$ cat src/rtl/bp_axi4_burst_pkg.sv
// bp_axi4_burst_pkg: shared state, packet and AXI encodings for the DMA-to-AXI4 burst bridge
`define BP_AXI4_DMA_PKT_S(addr_width_mp) struct packed { logic write_not_read; logic [addr_width_mp-1:0] addr; }

package bp_axi4_burst_pkg;
  typedef enum logic [2:0] {e_idle, e_rd_addr, e_rd_data, e_wr, e_wr_resp} state_e;
  localparam logic [1:0] e_axi_burst_incr = 2'b01;
  typedef enum logic [1:0] {
    e_axi_resp_okay = 2'b00,
    e_axi_resp_exokay = 2'b01,
    e_axi_resp_slverr = 2'b10,
    e_axi_resp_decerr = 2'b11
  } axi_resp_e;
  function automatic logic resp_is_err(input logic [1:0] resp);
    return resp == e_axi_resp_slverr || resp == e_axi_resp_decerr;
  endfunction
endpackage

$ cat src/rtl/bp_axi4_burst_watchdog.sv
// bp_axi4_burst_watchdog: saturating stall counter that pulses expire once when timeout_p is reached
module bp_axi4_burst_watchdog #(
  parameter int timeout_p = 4096
) (
  input  logic clk,
  input  logic reset_n,
  input  logic clear,
  input  logic en,
  output logic expire
);
  localparam int w_lp = timeout_p == 0 ? 1 : $clog2(timeout_p + 1);
  localparam logic [w_lp-1:0] lim_lp = w_lp'(timeout_p);
  logic [w_lp-1:0] cnt_r;
  always_ff @(posedge clk or negedge reset_n)
    if (!reset_n) cnt_r <= '0;
    else cnt_r <= clear ? '0 : (en && cnt_r != lim_lp) ? cnt_r + 1'b1 : cnt_r;
  // saturating at the limit keeps the pulse single while the stall persists
  assign expire = timeout_p != 0 && en && !clear && cnt_r == lim_lp - 1'b1;
endmodule

$ cat src/rtl/bp_cache_dma_to_axi4_burst.sv
// bp_cache_dma_to_axi4_burst: turns one cache-block DMA packet into one AXI4 INCR burst
module bp_cache_dma_to_axi4_burst
  import bp_axi4_burst_pkg::*;
#(
  parameter int daddr_width_p = 32,
  parameter int axi_addr_width_p = 28,
  parameter int axi_data_width_p = 64,
  parameter int block_width_p = 512,
  parameter int timeout_p = 4096
) (
  input  logic                          clk_i,
  input  logic                          reset_n_i,
  input  logic [daddr_width_p:0]        dma_pkt_i,
  input  logic                          dma_pkt_v_i,
  output logic                          dma_pkt_yumi_o,
  output logic [axi_data_width_p-1:0]   dma_data_o,
  output logic                          dma_data_v_o,
  input  logic                          dma_data_ready_and_i,
  input  logic [axi_data_width_p-1:0]   dma_data_i,
  input  logic                          dma_data_v_i,
  output logic                          dma_data_yumi_o,
  output logic [axi_addr_width_p-1:0]   m_axi_awaddr_o,
  output logic [7:0]                    m_axi_awlen_o,
  output logic [2:0]                    m_axi_awsize_o,
  output logic [1:0]                    m_axi_awburst_o,
  output logic                          m_axi_awvalid_o,
  input  logic                          m_axi_awready_i,
  output logic [axi_data_width_p-1:0]   m_axi_wdata_o,
  output logic [axi_data_width_p/8-1:0] m_axi_wstrb_o,
  output logic                          m_axi_wlast_o,
  output logic                          m_axi_wvalid_o,
  input  logic                          m_axi_wready_i,
  input  logic [1:0]                    m_axi_bresp_i,
  input  logic                          m_axi_bvalid_i,
  output logic                          m_axi_bready_o,
  output logic [axi_addr_width_p-1:0]   m_axi_araddr_o,
  output logic [7:0]                    m_axi_arlen_o,
  output logic [2:0]                    m_axi_arsize_o,
  output logic [1:0]                    m_axi_arburst_o,
  output logic                          m_axi_arvalid_o,
  input  logic                          m_axi_arready_i,
  input  logic [axi_data_width_p-1:0]   m_axi_rdata_i,
  input  logic [1:0]                    m_axi_rresp_i,
  input  logic                          m_axi_rlast_i,
  input  logic                          m_axi_rvalid_i,
  output logic                          m_axi_rready_o,
  output logic                          rd_error_o,
  output logic                          wr_error_o,
  output logic                          busy_o
);
  localparam int n_lp = block_width_p / axi_data_width_p;
  localparam int cnt_w_lp = $clog2(n_lp + 1);
  localparam logic [cnt_w_lp-1:0] last_lp = cnt_w_lp'(n_lp - 1);
  typedef `BP_AXI4_DMA_PKT_S(daddr_width_p) dma_pkt_s;
  dma_pkt_s pkt;
  state_e state_r, state_n;
  logic [axi_addr_width_p-1:0] addr_r;
  logic [cnt_w_lp-1:0] beat_cnt_r;
  logic wnr_r, aw_done_r, w_done_r;
  logic ar_hs, aw_hs, w_hs, r_hs, b_hs, last_beat, wr_done, expire;
  logic unused;
  assign pkt = dma_pkt_i;
  // DMA address bits above the AXI window are dropped
  assign unused = ^pkt.addr;
  assign m_axi_awaddr_o = addr_r;
  assign m_axi_araddr_o = addr_r;
  assign m_axi_awlen_o = 8'(n_lp - 1);
  assign m_axi_arlen_o = 8'(n_lp - 1);
  assign m_axi_awsize_o = 3'($clog2(axi_data_width_p / 8));
  assign m_axi_arsize_o = 3'($clog2(axi_data_width_p / 8));
  assign m_axi_awburst_o = e_axi_burst_incr;
  assign m_axi_arburst_o = e_axi_burst_incr;
  assign m_axi_wstrb_o = '1;
  assign m_axi_wdata_o = dma_data_i;
  assign dma_data_o = m_axi_rdata_i;
  assign ar_hs = m_axi_arvalid_o && m_axi_arready_i;
  assign aw_hs = m_axi_awvalid_o && m_axi_awready_i;
  assign w_hs = m_axi_wvalid_o && m_axi_wready_i;
  assign r_hs = dma_data_v_o && m_axi_rready_o;
  assign b_hs = m_axi_bready_o && m_axi_bvalid_i;
  assign last_beat = beat_cnt_r == last_lp;
  // AW and the final W beat may finish in either order or together
  assign wr_done = (aw_done_r || aw_hs) && (w_done_r || (w_hs && last_beat));

  always_ff @(posedge clk_i or negedge reset_n_i)
    if (!reset_n_i) state_r <= e_idle;
    else state_r <= state_n;

  always_comb begin
    state_n = state_r;
    case (state_r)
      e_idle:    state_n = dma_pkt_v_i ? (pkt.write_not_read ? e_wr : e_rd_addr) : e_idle;
      e_rd_addr: state_n = m_axi_arready_i ? e_rd_data : e_rd_addr;
      e_rd_data: state_n = (r_hs && last_beat) ? e_idle : e_rd_data;
      e_wr:      state_n = wr_done ? e_wr_resp : e_wr;
      e_wr_resp: state_n = m_axi_bvalid_i ? e_idle : e_wr_resp;
      default:   state_n = e_idle;
    endcase
  end

  always_comb begin
    dma_pkt_yumi_o = reset_n_i && state_r == e_idle && dma_pkt_v_i;
    m_axi_arvalid_o = state_r == e_rd_addr;
    m_axi_rready_o = state_r == e_rd_data && dma_data_ready_and_i;
    dma_data_v_o = state_r == e_rd_data && m_axi_rvalid_i;
    m_axi_awvalid_o = state_r == e_wr && !aw_done_r;
    m_axi_wvalid_o = state_r == e_wr && dma_data_v_i && !w_done_r;
    m_axi_wlast_o = state_r == e_wr && last_beat;
    dma_data_yumi_o = m_axi_wvalid_o && m_axi_wready_i;
    m_axi_bready_o = state_r == e_wr_resp;
    busy_o = state_r != e_idle;
  end

  always_ff @(posedge clk_i or negedge reset_n_i)
    if (!reset_n_i) begin
      addr_r <= '0;
      wnr_r <= 1'b0;
      beat_cnt_r <= '0;
      aw_done_r <= 1'b0;
      w_done_r <= 1'b0;
      rd_error_o <= 1'b0;
      wr_error_o <= 1'b0;
    end else begin
      if (dma_pkt_yumi_o) begin
        addr_r <= pkt.addr[axi_addr_width_p-1:0];
        wnr_r <= pkt.write_not_read;
      end
      beat_cnt_r <= dma_pkt_yumi_o ? '0 : (r_hs || w_hs) ? beat_cnt_r + 1'b1 : beat_cnt_r;
      aw_done_r <= dma_pkt_yumi_o ? 1'b0 : aw_done_r || aw_hs;
      w_done_r <= dma_pkt_yumi_o ? 1'b0 : w_done_r || (w_hs && last_beat);
      rd_error_o <= rd_error_o || (r_hs && ((m_axi_rlast_i != last_beat) || resp_is_err(m_axi_rresp_i)))
                    || (expire && !wnr_r);
      wr_error_o <= wr_error_o || (b_hs && resp_is_err(m_axi_bresp_i)) || (expire && wnr_r);
    end

  bp_axi4_burst_watchdog #(.timeout_p(timeout_p)) watchdog (
    .clk(clk_i),
    .reset_n(reset_n_i),
    .clear(ar_hs || r_hs || aw_hs || w_hs || b_hs || !busy_o),
    .en(busy_o),
    .expire(expire)
  );
endmodule

$ cat config.mk
export PLATFORM = sky130hd
export DESIGN_NAME = bp_cache_dma_to_axi4_burst
export DESIGN_NICKNAME = d
export VERILOG_FILES = /design/src/rtl/bp_axi4_burst_pkg.sv /design/src/rtl/bp_axi4_burst_watchdog.sv /design/src/rtl/bp_cache_dma_to_axi4_burst.sv
export SDC_FILE = /design/constraint.sdc
export NUM_CORES = 1
export LEC_CHECK = 0
export CELL_PAD_IN_SITES_DETAIL_PLACEMENT = 1
export CELL_PAD_IN_SITES_GLOBAL_PLACEMENT = 1
export CORE_AREA = 2 2 157 159
export DETAILED_ROUTE_END_ITERATION = 10
export DIE_AREA = 0 0 159 161
export DONT_BUFFER_PORTS = 1
export HOLD_SLACK_MARGIN = 0.03
export PLACE_DENSITY = 0.45
export SYNTH_ARGS = -nofsm -noshare
export SYNTH_HDL_FRONTEND = slang
export SYNTH_SLANG_ARGS = --single-unit
$ cat constraint.sdc
create_clock -name clk_i -period 2.1 [get_ports clk_i]
set_input_delay 0.42 -clock clk_i [delete_from_list [all_inputs] [get_ports clk_i]]
set_output_delay 0.42 -clock clk_i [all_outputs]
set_load 0.005 [all_outputs]
==> out/metrics.cfg <==
[sta]
fmax_ghz=0.495
post-route-period-util_pct=96.2
tns_ps=0
maxSlewViolCount=0
finalCriticalPeriod_ps=2020
fin_skew_ps=15.6
finalSetupViolations=0
hold_viol=0
rsz0062_at_grt=false

[synthesis]
synth_area_per_cell_um2=9.75
syn_area_um2=3890
syn-instance-count=399
yosys_warnings=0
synth.distinct_cells=40
synth-async-reset-ratio_pct=100
ys_seq_area_share_pct=34.1
synth_edf_count=0
ys_ff_latch=53
synth_ff_type=dfrtp_1

[final_layout]
multi_input_area_um2=1200
fin_nets=428
syn_to_final_growth_pct=-17.5
fillCellCount=2820
fin_util_pct=13.4
stdcell_area_um2=3210
drive_gt1_share_pct=10.4
regArea_um2=1330
final-instance-count-excl-fill=574
diodes=0

[clocking]
cts_max_path_buffers=2
cts_root_buf=clkbuf_16
cts.sinks=53
tritoncts=built
post_cts.repair.setup_buffers=0
insertion_delay_ps=310
clk_pin_slew_worst_paths_ps=90
htreeDepth=2
cts_buffers=5

[critical_path]
cp_max_fo=19
reg2reg_to=m_axi_araddr_o[17]
end_kind=output port
worst-r2r-setup-slack_ps=310
cp_data_required_time_ps=1680
rr_worst_depth=4
crit_arrival_ps=1600
startpoint_type=flip-flop
critPathKind=flip-flop to output port
r2r_start=state_r[0]

[die]
start_util_pct=16.2
die_h_um=161
die-area_um2=25600
core_um2=24000
rows=57
ios=406
die_w_um=159

[status]
status=finished clean

[placed_design]
dp.cells=563
dpl.hpwl_um=7940
dpl_cell_area_um2=2990
place.port_buffers=0
gp_congestion=0.772

[drt]
drt_iter0_markers=48
ant_nets=0
dr.pass1.iters=4
wl_um=10100
drc_errors=0
vias=1895
wl_per_cell_um=17.6
routed_via_density=3.30

[global_routing]
grt_max_degree=54
overflow=0
antenna_found_initial=0
grt_pass1_wl_um=13700
grt_pass1_vias=1910
track_usage_pct=7.23

[min_path]
holdPathEnd=state_r[2]
worstHoldStart=m_axi_bvalid_i
hold_class=primary input to flip-flop
hold_depth=1

[power_and_ir_drop]
power_density_nw_per_um2=1150
vdd.ir_drop.worst_mv=0.321
p_total_uw=3700
p_leak_uw=0.00128

[run]
drv_cap=0

[metrics by stage]
| stage | setup WS, ps | hold slack, ps |
|---|---|---|
| floorplan | 374 | 124 |
| global placement | 360 | 128 |
| detailed placement | 327 | 128 |
| CTS | 60.6 | 182 |
| global route | 5.67 | 173 |
| finish | 80.2 | 196 |
[cells by family (layout without fill, tap and decap cells)]
family                   Yosys count  in the layout  synth area share [%]
AO/OA/AOI/OAI                     19             19                  3.67
adder cells (fa/ha/maj)            3              3                 0.965
multiplexers                      32             32                  9.13
flip-flops                        53             53                  34.1
AND/OR/NAND/NOR                   77             77                  11.2
other                              2             34                 0.193
XOR/XNOR                          12             12                  2.70
buffers and inverters            201             20                  38.1
[cell usage after synthesis, drive strengths merged, types with 3 or more instances]
library cell	number	area, um^2
buf	195	1460
ha	3	37.5
nand3b	5	37.5
o21ai	4	20.0
nor2	26	114
mux2i	4	40.0
mux2	28	315
dfrtp	53	1330
and2	5	31.3
nor4	3	18.8
nand2b	3	18.8
xnor2	9	78.8
inv	6	22.5
xor2	3	26.3
nand2	10	37.5
nor3	4	20.0
nand3	10	62.6
a21oi	6	30.0
[worst max path at each step]
stage | slack, ps | endpoint | depth (start not counted) | start
floorplan | 370 | m_axi_araddr_o[10] | 5 | state_r[0]
global placement | 360 | wr_error_o | 4 | state_r[2]
detailed placement | 330 | m_axi_araddr_o[5] | 4 | state_r[0]
CTS | 60 | dma_pkt_yumi_o | 3 | state_r[0]
global route | 6 | dma_pkt_yumi_o | 3 | state_r[0]
finish | 80 | dma_pkt_yumi_o | 3 | state_r[0]
[where the power goes]
part | switching [uW] | internal (uW) | total (uW)
clock network | 427 | 458 | 886
logic | 492 | 442 | 935
registers | 495 | 1380 | 1880
[critical path: stages, from the launching register on]
cell and delay (ps):
dfrtp_1 440, or3_4 460, nor2_8 180, buf_12 190
[cells in the final DEF (no fill, tap or decap), types with 2 or more instances in the layout]
master / netlist / layout
ha_1: 3 / 3
inv_1: 6 / 6
mux2_2: 6 / 6
o21ai_0: 4 / 4
nand2b_1: 3 / 3
a31oi_1: 2 / 2
nor4b_1: 2 / 2
mux2i_1: 4 / 4
conb_1: 2 / 34
xor2_1: 3 / 3
dfrtp_1: 53 / 52
nand3b_1: 5 / 5
nor3_1: 4 / 4
nand2_1: 10 / 10
nor4_1: 3 / 3
o41ai_1: 2 / 2
nand3_1: 9 / 9
clkbuf_16: 0 / 6
a21oi_1: 6 / 6
and2_1: 5 / 5
buf_4: 193 / 2
mux2_1: 22 / 22
xnor2_1: 9 / 9
nor2_1: 25 / 25
[what timing repair did]
item	CTS	global route
setup endpoints to repair	0	1
hold buffers	2	0
hold endpoints to repair	53	0
resized for setup	0	1
[state kept, by name (all words and copies together), names as in the netlist]
| register | flops |
|---|---|
| beat_cnt_r | 4 |
| m_axi_araddr_o | 28 |
| aw_done_r | 1 |
| wnr_r | 1 |
| state_r | 3 |
| w_done_r | 1 |
| watchdog.cnt_r | 13 |
| rd_error_o | 1 |
| wr_error_o | 1 |
[metal layers]
metal	track usage [%]	share of wire (%)
met4	3.22	3.2
met2	13.2	53
met1	5.94	29
met3	5.03	15
met5	0	0
[cell type report]
class	instances	share of cell area, %
Clock inverter	3	0.896
Inverter	6	0.701
Multi-Input combinational cell	177	37.5
Clock buffer	5	3.90
Timing Repair Buffer	6	3.04
Sequential cell	53	41.3
Tap cell	324	12.6
No activity file was read; power rests on OpenSTA's default activity.
